<file path="config.mk">
export PLATFORM = sky130hd
export DESIGN_NAME = lector_adc
export DESIGN_NICKNAME = d
export VERILOG_FILES = /design/src/rtl/lector_adc_pkg.sv /design/src/rtl/lector_adc_divisor_sclk.sv /design/src/rtl/lector_adc.sv
export SDC_FILE = /design/constraint.sdc
export NUM_CORES = 1
export LEC_CHECK = 0
export ABC_CLOCK_PERIOD_IN_PS = 2150
export CAP_MARGIN = 25
export CORE_ASPECT_RATIO = 1.4
export CORE_UTILIZATION = 40
export DETAILED_ROUTE_END_ITERATION = 10
export GPL_TIMING_DRIVEN = 0
export SLEW_MARGIN = 40
export SYNTH_ARGS = -nofsm -noshare
export SYNTH_HDL_FRONTEND = slang
export SYNTH_SLANG_ARGS = --single-unit
</file>
<file path="constraint.sdc">
create_clock -name clk -period 2.15 [get_ports clk]
set_input_delay 0.215 -clock clk [delete_from_list [all_inputs] [get_ports clk]]
set_output_delay 0.215 -clock clk [all_outputs]
set_load 0.1 [all_outputs]
</file>
<file path="src/rtl/lector_adc_pkg.sv">
// Shared definitions for the MCP3201-style ADC reader: default widths and
// the frame sequencer state encoding.
package lector_adc_pkg;

    localparam int DATOS_BITS_DEF = 12;
    localparam int TOTAL_BITS_DEF = 15;
    localparam int CLK_DIV_DEF    = 4;
    localparam int T_CSH_DEF      = 8;

    typedef enum logic [2:0] {
        REPOSO = 3'd0,
        BAJO   = 3'd1,
        ALTO   = 3'd2,
        FIN    = 3'd3,
        ESPERA = 3'd4
    } estado_t;

endpackage

</file>
<file path="src/rtl/lector_adc_divisor_sclk.sv">
// Half-period timer for clk_adc: a CLK_DIV down-counter that emits a
// one-cycle tick every CLK_DIV enabled cycles.
module divisor_sclk #(
    parameter int CLK_DIV = 4
) (
    input  logic clk_i,
    input  logic clear_i,
    input  logic en_i,
    output logic tick_o
);

    localparam int W = (CLK_DIV > 1) ? $clog2(CLK_DIV) : 1;
    localparam logic [W-1:0] RECARGA = W'(CLK_DIV - 1);

    logic [W-1:0] cnt_q;
    logic [W-1:0] cnt_d;

    assign tick_o = en_i && (cnt_q == '0);

    // Clearing preloads the full half-period so the first tick lands
    // exactly CLK_DIV cycles after the enable rises.
    always_comb begin
        cnt_d = cnt_q;
        if (clear_i) begin
            cnt_d = RECARGA;
        end else if (en_i) begin
            cnt_d = tick_o ? RECARGA : cnt_q - W'(1);
        end
    end

    always_ff @(posedge clk_i) begin
        cnt_q <= cnt_d;
    end

endmodule

</file>
<file path="src/rtl/lector_adc.sv">
// Serial master for an MCP3201-style ADC: frames cs, generates clk_adc,
// shifts the stream in on rising edges and publishes the 12-bit result.
module lector_adc
    import lector_adc_pkg::*;
#(
    parameter int DATOS_BITS = DATOS_BITS_DEF,
    parameter int TOTAL_BITS = TOTAL_BITS_DEF,
    parameter int CLK_DIV    = CLK_DIV_DEF,
    parameter int T_CSH      = T_CSH_DEF
) (
    input  logic                  clk,
    input  logic                  rst_n,
    input  logic                  start,
    input  logic                  datos_adc,
    output logic                  cs,
    output logic                  clk_adc,
    output logic [DATOS_BITS-1:0] dato,
    output logic                  dato_valido,
    output logic                  error_nulo,
    output logic                  ocupado
);

    localparam int CW = $clog2(TOTAL_BITS + 1);
    localparam int WW = (T_CSH > 1) ? $clog2(T_CSH) : 1;
    localparam logic [CW-1:0] ULTIMO     = CW'(TOTAL_BITS);
    localparam logic [WW-1:0] ESPERA_INI = WW'(T_CSH - 1);

    estado_t               estado_q;
    logic [DATOS_BITS:0]   shift_q;
    logic [DATOS_BITS:0]   shift_d;
    logic [CW-1:0]         bits_q;
    logic [WW-1:0]         espera_q;
    logic                  cs_q;
    logic                  clk_adc_q;
    logic [DATOS_BITS-1:0] dato_q;
    logic                  dato_valido_q;
    logic                  error_nulo_q;
    logic                  ocupado_q;
    logic                  corre;
    logic                  tick;

    assign corre = (estado_q == BAJO) || (estado_q == ALTO);

    divisor_sclk #(
        .CLK_DIV (CLK_DIV)
    ) u_divisor (
        .clk_i   (clk),
        .clear_i (!rst_n || !corre),
        .en_i    (corre),
        .tick_o  (tick)
    );

    // Only the null bit and the data bits need keeping; the two leading
    // sample-clock bits simply fall off the top of the register.
    assign shift_d = {shift_q[DATOS_BITS-1:0], datos_adc};

    always_ff @(posedge clk) begin
        if (!rst_n) begin
            estado_q      <= REPOSO;
            shift_q       <= '0;
            bits_q        <= '0;
            espera_q      <= '0;
            cs_q          <= 1'b1;
            clk_adc_q     <= 1'b0;
            dato_q        <= '0;
            dato_valido_q <= 1'b0;
            error_nulo_q  <= 1'b0;
            ocupado_q     <= 1'b0;
        end else begin
            dato_valido_q <= 1'b0;
            case (estado_q)
                REPOSO: begin
                    if (start) begin
                        estado_q  <= BAJO;
                        cs_q      <= 1'b0;
                        ocupado_q <= 1'b1;
                        bits_q    <= '0;
                    end
                end
                BAJO: begin
                    if (tick) begin
                        estado_q  <= ALTO;
                        clk_adc_q <= 1'b1;
                        shift_q   <= shift_d;
                        bits_q    <= bits_q + CW'(1);
                    end
                end
                ALTO: begin
                    if (tick) begin
                        clk_adc_q <= 1'b0;
                        if (bits_q < ULTIMO) begin
                            estado_q <= BAJO;
                        end else begin
                            estado_q      <= FIN;
                            cs_q          <= 1'b1;
                            dato_q        <= shift_q[DATOS_BITS-1:0];
                            error_nulo_q  <= shift_q[DATOS_BITS];
                            dato_valido_q <= 1'b1;
                            espera_q      <= ESPERA_INI;
                        end
                    end
                end
                // The FIN cycle is the first of the T_CSH recovery cycles.
                FIN, ESPERA: begin
                    if (espera_q == '0) begin
                        estado_q  <= REPOSO;
                        ocupado_q <= 1'b0;
                    end else begin
                        estado_q <= ESPERA;
                        espera_q <= espera_q - WW'(1);
                    end
                end
                default: estado_q <= REPOSO;
            endcase
        end
    end

    assign cs          = cs_q;
    assign clk_adc     = clk_adc_q;
    assign dato        = dato_q;
    assign dato_valido = dato_valido_q;
    assign error_nulo  = error_nulo_q;
    assign ocupado     = ocupado_q;

endmodule

</file>
After elaboration in Yosys (flattened, before gate mapping)
Cells that the tools add are included.
{ "op_classes": {"addsub": 3, "mul": 0, "div": 0, "n_lt_le_gt_ge": 1, "eq_ne": 10, "shift": 0, "muxes": 25, "bitwise": 1, "reduce_logical": 23} }
{ "ops": {"columns": ["operator", "count"], "rows": [
  ["2-to-1 mux 3 bit", 7],
  ["AND reduction 3 bit", 6],
  ["one-hot mux 3 bit (4 select lines)", 1],
  ["nonzero test 2 bit", 5],
  ["2-to-1 mux 1 bit", 8],
  ["2-to-1 mux 4 bit", 2],
  ["inequality test 2 bit (second input constant)", 4],
  ["one-hot mux 4 bit (2 select lines)", 1],
  ["AND reduction 4 bit", 2],
  ["== test 3 x 2 -> 1 bit (second input constant)", 2],
  ["logical NOT 3 bit", 2],
  ["one-hot mux 1 bit (2 select lines)", 3],
  ["one-hot mux 3 bit (2 select lines)", 1],
  ["adder 4 x 1 -> 4 bit (second input constant)", 1],
  ["less-than comparator 4 bit (second input constant)", 1],
  ["2-to-1 mux 2 bit", 2],
  ["inequality test 2 x 1 -> 1 bit (second input constant)", 2],
  ["== test 3 x 1 -> 1 bit (second input constant)", 1],
  ["== test 3 bit (second input constant)", 1],
  ["subtractor 3 x 1 -> 3 bit (second input constant)", 1],
  ["logical NOT 1 bit", 2],
  ["logical NOT 2 bit", 1],
  ["logical OR 1 bit", 2],
  ["AND reduction 2 bit", 1],
  ["4 further kinds", 4]
]} }
{ "word_totals": {"register_bits": 42, "latch_bits": 0, "ramBits": 0, "mem_bits_ro": 0, "in_bits": 4, "output_inout_bits": 17, "wordCells": 74, "memories": 0} }

Logic depth before layout (Yosys ltp)
{ "depth": {"word_depth": 5, "ltp_mapped": 8, "ltp_nobuf": 6} }

Cells and area by module
Synthesis repeated with hierarchy kept, for this count alone.
{ "unflattened": {"hier_cells": 201, "hier_area_um2": 1786.7} }
{ "modules_own_cells": {"columns": ["module", "instances", "cells_per_inst", "area_each_um2", "seq_area_each_um2"], "rows": [
  ["lector_adc", 1, 189, 1686.6, 800.8],
  ["divisor_sclk", 1, 12, 100.1, 40.0]
]} }

Worst setup path before layout
Ideal clock, no wire load.
{ "synth_timing": {"kind": "reg-to-reg", "from": "register u_divisor.cnt_q[0]", "to": "register espera_q[2]", "setup_time_ps": 120, "t_arrival_ps": 1478, "required_time_ps": 2030, "path_slack_ps": 552, "stages_incl_launch_ff": 8, "path_buffers": 1, "synth_period_minus_slack_ps": 1598, "path_cell_list": "dfxtp_1 > inv_1 > ha_1 > buf_6 > a41o_1 > a31o_1 > and3_1 > a211o_1"} }
{ "synth_via": {"elab_chain_cells": 4} }
{ "synth_lines": {"columns": ["element", "line", "source"], "rows": [
  ["start: declaration", "lector_adc_divisor_sclk.sv:15", "logic [W-1:0] cnt_q;"],
  ["start signal: assignment", "lector_adc_divisor_sclk.sv:32", "cnt_q <= cnt_d;"],
  ["logical NOT 2 bit", "lector_adc_divisor_sclk.sv:18", "assign tick_o = en_i && (cnt_q == '0);"],
  ["logical AND 1 bit", "lector_adc_divisor_sclk.sv:18", null],
  ["inequality test 2 x 1 -> 1 bit (no source line)", null, null],
  ["AND reduction 4 bit (no source line)", null, null],
  ["end signal: assignment", "lector_adc.sv:110", "espera_q <= espera_q - WW'(1);"],
  ["end: declaration", "lector_adc.sv:32", "logic [WW-1:0] espera_q;"]
]} }
Every way passes these cells.
A chain may end at the register's enable or synchronous reset.

Worst setup path after layout
Same ends and word-level chain as after synthesis.

==> impl_metrics.env <==
export IMPL_outcome="finished, violations left"
export IMPL_violations="design-rule violations"
export IMPL_synth_compound_area_share_pct=9.90
export IMPL_crit_path_top_delay_cell="dfxtp_1"
export IMPL_power_switching_uw=320
export IMPL_grt_first_pass_wirelength_mm=5.39
export IMPL_fp_coreArea_um2=4020
export IMPL_die_h_um=79.3
export IMPL_cts_resized=0
export IMPL_drc_errors=2
export IMPL_vias=1339
export IMPL_multi_input_area_um2=774
export IMPL_routed_wl_met2_mm=1.74
export IMPL_total_power_uw=1500
export IMPL_initial_core_util_pct=42.4
export IMPL_worstPathRequired_ps=2330
export IMPL_critical_path_class="reg -> reg"
export IMPL_cp_buffers_inverters=2
export IMPL_wl_per_cell_um=12.5
export IMPL_grt_pass1_vias=1273
export IMPL_grt_usage_pct=15.4
export IMPL_setup_tns_final_ps=0
export IMPL_ys_flop_type="dfxtp_1"
export IMPL_clkTransAtPathRegs_ps=70
export IMPL_port_buffer_count=20
export IMPL_netlist_area_um2=1710
export IMPL_row_count=27
export IMPL_fin_crit_sh_pct=79.4
export IMPL_ant_nets=0
export IMPL_io_pins=21
export IMPL_synth_cell_types=37
export IMPL_synthXorXnorAreaFrac_pct=1.54
export IMPL_postCtsSetupBuffers=0
export IMPL_drive_gt1_share_pct=17.6
export IMPL_ff_latch_area_um2=841
export IMPL_grt_max_degree=13
export IMPL_ir_drop_v=0.000422
export IMPL_synth_seq_cells=42
export IMPL_routed_top_layer="met4"
export IMPL_fin_skew_ps=4.60
export IMPL_wl_met1_mm=1.34
export IMPL_arrival_ps=1880
export IMPL_syn_inst=189
export IMPL_rsz0062_at_grt="no"
export IMPL_routed_wl_mm=3.24
export IMPL_leakage_uw=0.000907
export IMPL_maxClockFrequency_mhz=586
export IMPL_ys_warn_count=0
export IMPL_cts_tree="done"
export IMPL_seqPwrFrac_pct=52.7
export IMPL_clock_sinks=42
export IMPL_synth_fp_nets=197
export IMPL_cap_violations=0
export IMPL_slew_violations=0
export IMPL_wl_met3_um=134
export IMPL_end_kind="register"
export IMPL_hold_buffers=0
export IMPL_synth_edf_count=0
export IMPL_cts_root_buf="clkbuf_8"
export IMPL_synth_top_family_by_area="simple AND/OR/NAND/NOR gates"
export IMPL_area_growth_pct=16.5
export IMPL_dp_hpwl_mm=2.39
export IMPL_clk_latency_ps=290
export IMPL_synthArstFlopShare_pct=0
export IMPL_cts_buffers=5
export IMPL_swShare_pct=21.4
export IMPL_p_int_uw=1180
export IMPL_cpPeakStageDelay_ps=310
export IMPL_postLayoutCoreUtil_pct=49.4
export IMPL_gp_congestion=0.764
export IMPL_min_period_ps=1710
export IMPL_antenna_found_initial=0
export IMPL_antenna_cells=0
export IMPL_critPathTopFamily="compound AO/OA/AOI/OAI gates"
export IMPL_critPathLaunchType="register"
export IMPL_grt_ovfl_total=0
export IMPL_synth_area_mux_share_pct=7.63
export IMPL_cp_max_fo=9
export IMPL_finalSetupViolations=0
export IMPL_synthSimpleGateAreaFrac_pct=23.4
export IMPL_drt_initial_drc_count=37
export IMPL_synth_avg_cell_area_um2=9.02
export IMPL_ys_seq_area_share_pct=49.3
export IMPL_synth_fa_ha_area_share_pct=2.93
export IMPL_p_per_area_nw_per_um2=755
export IMPL_finalHoldViolCount=0
export IMPL_htree_levels=2
export IMPL_p_comb_share_pct=6.0
export IMPL_slew_limit_headroom_pct=63.9
export IMPL_fp_dieW_um=57.2
export IMPL_worstPathCellList="inv_1 > ha_1 > buf_6 > a41o_1 > a31o_1 > and3_1 > a211o_1"
export IMPL_clkPwrFrac_pct=41.3
export IMPL_nNetsFinal=224
export IMPL_tightest_slew_ps=541
export IMPL_ctsLongestPathBuffers=2
export IMPL_drt_pass1_iterations=7
export IMPL_die_area_um2=4530
export IMPL_min_path_type="reg -> reg"
export IMPL_fill_cells=373
export IMPL_vias_per_cell=5.17
==> per-stage QoR <==
stage	hold slack [ps]	setup slack [ps]	cell area (um^2)	cells
detailed placement	458	400	1870	252
finish	468	443	1990	259
CTS	468	438	1990	259
global route	487	393	1990	259
floorplan	351	552	1710	189
global placement	448	428	1960	252
==> layer usage <==
layer	GRT usage (%)	up-vias
li1	-	682
met1	16.0	625
met2	29.1	28
met3	3.91	4
met4	5.85	0
met5	0	-
==> power groups by stage <==
stage | clock [uW] | sequential [uW] | combinational [uW]
final | 619 | 790 | 90.6
after global routing | 659 | 791 | 97.8
after CTS | 636 | 790 | 91.0
after detailed placement | 0 | 808 | 91.0
after global placement | 0 | 808 | 94.4
after floorplan | 0 | 843 | 34.3
==> synthesized netlist by cell type, drive strengths merged, types with 2 or more instances <==
master,instances,area [um^2]
ha,4,50.1
nor2,24,90.1
nand2,38,143
clkbuf,3,11.3
xor2,2,17.5
dfxtp,42,841
and3,2,12.5
a21oi,20,100
nand3,5,37.5
nor3,2,10.0
buf,7,52.5
mux2i,13,130
nor3b,2,31.3
inv,6,22.5
==> state kept, by name, indices dropped and copies added (netlist names) <==
register,cells
error_nulo,1
clk_adc,1
dato_valido,1
shift_q,13
espera_q,3
cs,1
estado_q,3
u_divisor.cnt_q,2
dato,12
bits_q,4
ocupado,1
==> area by class of cell <==
| class | count | share of cell area, % |
|---|---|---|
| Tap cell | 43 | 2.71 |
| Multi-Input combinational cell | 130 | 39.0 |
| Clock buffer | 6 | 4.16 |
| Buffer | 10 | 3.21 |
| Clock inverter | 1 | 1.51 |
| Timing Repair Buffer | 20 | 5.79 |
| Inverter | 7 | 1.32 |
| Sequential cell | 42 | 42.3 |
==> cell families after synthesis <==
| kind of cell | count (synthesis) |
|---|---|
| XOR/XNOR | 3 |
| AO/OA/AOI/OAI | 28 |
| flip-flops | 42 |
| buffers and inverters | 17 |
| multiplexers | 13 |
| AND/OR/NAND/NOR | 82 |
| adder cells (fa/ha/maj) | 4 |
==> worst paths after layout <==
| kind | startpoint | endpoint | slack, ps | depth (start not counted) |
|---|---|---|---|---|
| setup / recovery | u_divisor.cnt_q[0] | espera_q[2] | 440 | 7 |
| hold / removal | shift_q[12] | shift_q[12] | 470 | 2 |
| setup reg to reg | u_divisor.cnt_q[0] | espera_q[2] | 440 | 7 |
| hold reg to reg | shift_q[12] | shift_q[12] | 470 | 2 |
==> worst reg2reg max path, cell delays in order (launching register included) <==
cell and delay, ps:
dfxtp_1 310, inv_1 50, ha_1 200, buf_6 130, a41o_1 230, a31o_1 240
and3_1 190, a211o_1 250
==> cells in the final DEF, fill, tap and decap left out, types with 3 or more instances in the layout <==
cell and n:
buf_2 20, mux2i_1 13, nand3_1 4, nand2_1 38
nor2_1 24, clkdlybuf4s50_1 3, clkbuf_8 6, inv_1 6
ha_1 4, dfxtp_1 42, clkbuf_1 3, a21oi_1 20
Note: power is estimated with default switching activity, not from simulation.
